## config.mk

```make
export PLATFORM = sky130hd
export DESIGN_NAME = tick_pwm
export DESIGN_NICKNAME = d
export VERILOG_FILES = /design/src/rtl/tick_pwm.sv
export SDC_FILE = /design/constraint.sdc
export NUM_CORES = 1
export LEC_CHECK = 0
export CAP_MARGIN = 20
export CORE_ASPECT_RATIO = 0.8
export CORE_MARGIN = 5
export CORE_UTILIZATION = 40
export CTS_CLUSTER_SIZE = 8
export DETAILED_ROUTE_END_ITERATION = 7
export GPL_ROUTABILITY_DRIVEN = 0
export PLACE_DENSITY_LB_ADDON = 0.2
export SKIP_LAST_GASP = 1
export SYNTH_ARGS = -nofsm -noshare
export SYNTH_HDL_FRONTEND = slang
export SYNTH_SLANG_ARGS = --single-unit
```

## constraint.sdc

```tcl
create_clock -name clk -period 2.5 [get_ports clk]
set_input_delay 0.625 -clock clk [delete_from_list [all_inputs] [get_ports clk]]
set_output_delay 0.625 -clock clk [all_outputs]
set_load 0.05 [all_outputs]
```

## src/rtl/tick_pwm.sv

```systemverilog
// Tick-driven PWM generator: period and duty are counted in prescaler strobes and
// double-buffered through a shadow register that is applied only at a period boundary.
module tick_pwm #(
    parameter int unsigned WIDTH = 4
) (
    input  logic             clk,
    input  logic             i_rst,
    input  logic             i_tick,
    input  logic             i_enbl,
    input  logic [WIDTH-1:0] i_period,
    input  logic [WIDTH-1:0] i_duty,
    input  logic             i_load,
    output logic             o_load_pend,
    output logic             o_pwm,
    output logic             o_period_end
);

    typedef enum logic {
        IDLE = 1'b0,
        RUN  = 1'b1
    } state_t;

    state_t           state;
    logic [WIDTH-1:0] cnt;
    logic [WIDTH-1:0] act_period;
    logic [WIDTH-1:0] act_duty;
    logic [WIDTH-1:0] sh_period;
    logic [WIDTH-1:0] sh_duty;
    logic             pend;
    logic             period_end;

    logic [WIDTH-1:0] last;
    logic             stopped;
    logic             step;
    logic             wrap;
    logic             apply;

    // Idle or zero-period counts as stopped: a pending shadow is applied at once there,
    // otherwise only on the wrapping tick.
    always_comb begin
        last    = act_period - 1'b1;
        stopped = (state == IDLE) || (act_period == '0);
        step    = (state == RUN) && i_enbl && (act_period != '0) && i_tick;
        wrap    = step && (cnt == last);
        apply   = wrap || (stopped && pend);
    end

    always_ff @(posedge clk or posedge i_rst) begin
        if (i_rst) begin
            state      <= IDLE;
            cnt        <= '0;
            act_period <= '0;
            act_duty   <= '0;
            sh_period  <= '0;
            sh_duty    <= '0;
            pend       <= 1'b0;
            period_end <= 1'b0;
        end else begin
            state      <= i_enbl ? RUN : IDLE;
            period_end <= wrap;

            // Leaving RUN clears the count so re-entry starts a full period.
            if ((state == IDLE) || !i_enbl || (act_period == '0)) begin
                cnt <= '0;
            end else if (step) begin
                cnt <= wrap ? '0 : cnt + 1'b1;
            end

            if (i_load) begin
                sh_period <= i_period;
                sh_duty   <= i_duty;
            end

            // A load landing on an apply event bypasses the shadow.
            if (apply) begin
                pend <= 1'b0;
                if (i_load) begin
                    act_period <= i_period;
                    act_duty   <= i_duty;
                end else if (pend) begin
                    act_period <= sh_period;
                    act_duty   <= sh_duty;
                end
            end else if (i_load) begin
                pend <= 1'b1;
            end
        end
    end

    assign o_pwm        = (state == RUN) && (act_period != '0) && (cnt < act_duty);
    assign o_load_pend  = pend;
    assign o_period_end = period_end;

endmodule
```

==> flow_metrics.tcl <==
set metrics [dict create \
    min_period_ns 2.46 \
    fp.dieW_um 70.8 \
    dr.pass1.iters 3 \
    synth_edf_count 0 \
    synth_mux_area_share_pct 17.8 \
    p_per_area_nw_per_um2 929 \
    worst_path_max_delay_cell "dfrtp_1" \
    dr.first_iter.drc_count 14 \
    clock_latency_ns 0.26 \
    worstSetupPathType "reg -> out" \
    worst_path_most_repeated_cell "a21o_1" \
    critPathLaunchType "flip-flop" \
    synth-simple-area-share_pct 9.11 \
    leakagePower_uw 0.000682 \
    die-area_um2 4150 \
    start_util_pct 42.4 \
    core_um2 2790 \
    clock.fmax_ghz 0.407 \
    die_h_um 58.6 \
    wl_met3_um 87 \
    final_hold_viol_count 0 \
    antenna_found_initial 0 \
    critPathArrivalTime_ns 1.83 \
    tritoncts "yes" \
    finalSetupViolations 0 \
    dr_total_vias 766 \
    synth_ff_type "dfrtp_1" \
    worst_ep_required_time_ns 1.88 \
    synthArstFlopShare_pct 100 \
    drt-met1-wl_um 1010 \
    grt_pass1_wl_um 3540 \
    yosysTopAreaCellShare_pct 48.7 \
    grt_max_degree 24 \
    tightest_slew_ns 0.620 \
    synth_area_leaders "dfrtp_1, mux2_4, mux2_2" \
    wl_per_cell_um 13.6 \
    synth-xor-area-share_pct 4.98 \
    final_area_um2 1470 \
    netlist_area_um2 1180 \
    yosysSeqAreaShare_pct 48.7 \
    cts_sinks 23 \
    groute.usage.overall_pct 11.0 \
    syn_inst 97 \
    synth_most_common_cell "dfrtp_1" \
    rows 17 \
    drv_cap 0 \
    path_cells "ha_1, a21o_1, a21o_1, a2111oi_4, buf_12" \
    pin_count 16 \
    syn2layout_area_growth_pct 24.2 \
    ys_ff_latch 23 \
    dr_wl_met2_um 1020 \
    slew_viol_final 0 \
    drt-total-wl_um 2120 \
    antenna_cells 0 \
    grt.overflow.total 0 \
    path_max_fanout 2 \
    synth_adder_area_share_pct 6.36 \
    yosysTopAreaCell "dfrtp_1" \
    synth_commonest_cells "dfrtp_1, inv_1, mux2_2, mux2_4" \
    maxSlewHeadroom_pct 58.3 \
    post-route-util_pct 52.6 \
    synth_compound_area_share_pct 7.94 \
    hold_buffers 0 \
    cts_root_buf "clkbuf_8" \
    cts_buffer_depth 2 \
    synth_top_family_by_area "multiplexers" \
    rsz0062_at_grt "yes" \
    finalCritPeriodShare_pct 98.2 \
    ir_drop_uv 466 \
    avgSynthCellArea_um2 12.2 \
    antenna_left 0 \
    clk_pin_slew_ns 0.08 \
    final_net_count 138 \
    syn_nets 116 \
    end_kind "primary output" \
    vias_per_cell 4.91 \
    hpwl_um 1560 \
    slowest_delay_ns 0.39 \
    placed_area_um2 1410 \
    yosysWarningCount 0 \
    highest_layer "met4" \
    min_path_type "reg -> reg" \
    numCtsBuffers 3 \
    drive_gt1_share_pct 24.6 \
    grt_pass1_vias 804 \
    p_total_uw 1360 \
    port_buffers 15 \
    synth_cell_types 29 \
    drc 0 \
    htree_levels 1 \
    fin_skew_ns 0.00230 \
    status "completed" \
]
## power breakdown
| group | internal [µW] | switching, µW | leakage [µW] | total (µW) |
|---|---|---|---|---|
| clock | 111 | 116 | 0.0000255 | 227 |
| sequential | 462 | 73.0 | 0.000281 | 535 |
| combinational | 330 | 270 | 0.000376 | 600 |
| total | 903 | 460 | 0.000682 | 1360 |
## layer usage
layer / global-route usage (%) / vias up
met2: 18.8 / 12
met4: 2.14 / 0
li1: - / 380
met1: 13.0 / 372
met3: 5.12 / 2
met5: 0 / -
## through the flow
stage	setup TNS [ns]	cells	hold slack [ns]	setup slack (ns)
CTS	0	156	0.506	0.0138
detailed placement	0	151	0.484	0.00103
global placement	0	151	0.483	0.0558
global route	-0.0357	156	0.529	-0.0357
finish	0	156	0.500	0.0446
floorplan	0	97	0.472	0.0817
## area by class of cell
cell class	count	area (µm²)
clock buffers	3	41.3
clock inverters	1	5.00
fillers	260	1320
inverters	10	37.5
multi-input cells	62	569
flip-flops and latches	23	576
well taps	38	47.5
repair buffers	19	190
## registers in the layout (all words and copies together), names as in the netlist
| signal | count |
|---|---|
| act_duty | 4 |
| act_period | 4 |
| cnt | 4 |
| o_load_pend | 1 |
| o_period_end | 1 |
| sh_duty | 4 |
| sh_period | 4 |
| state | 1 |
## what timing repair did
item | CTS | global route
resized for setup | 0 | 1
setup buffers | 1 | 0
pin swaps | 1 | 0
endpoints found under the setup margin | 1 | 9
## worst paths after layout
kind,slack [ns],from,end,cells after the start
max,0.04,cnt[1]$_DFFE_PP0P_,o_pwm,5
max in group asynchronous,1.58,i_rst,act_duty[1]$_DFFE_PP0P_,3
min reg2reg,0.50,sh_duty[0]$_DFFE_PP0P_,sh_duty[0]$_DFFE_PP0P_,1
min in group asynchronous,0.69,i_rst,sh_period[2]$_DFFE_PP0P_,3
max reg2reg,0.24,act_period[1]$_DFFE_PP0P_,act_duty[1]$_DFFE_PP0P_,6
min,0.50,sh_duty[0]$_DFFE_PP0P_,sh_duty[0]$_DFFE_PP0P_,1
## worst max-delay path: cells and delay by family, from the launching register on
family,cells,cell delay (ns)
compound gates,3,0.71
buf+inv,1,0.18
flops,1,0.39
fa+ha+maj,1,0.29
## cells by family (layout without fill, tap and decap cells)
group	Yosys count	after routing
compound gates	14	14
mux	16	16
simple gates	21	21
fa+ha+maj	6	6
flops	23	23
buf+inv	12	33
xor+xnor	5	5
## cells in the final DEF (no fill, tap or decap), types with 2 or more instances in the layout
master and n:
xor2_1 2, mux2_4 8, nor4_1 2, inv_1 10
clkdlybuf4s50_1 14, dfrtp_1 23, a21o_1 2, xnor2_1 2
o21ai_0 5, buf_4 4, mux2_2 8, nand3_1 2
nand2_1 6, clkbuf_8 3, nor2_1 4, ha_1 6
(Power assumes the default switching activity.)
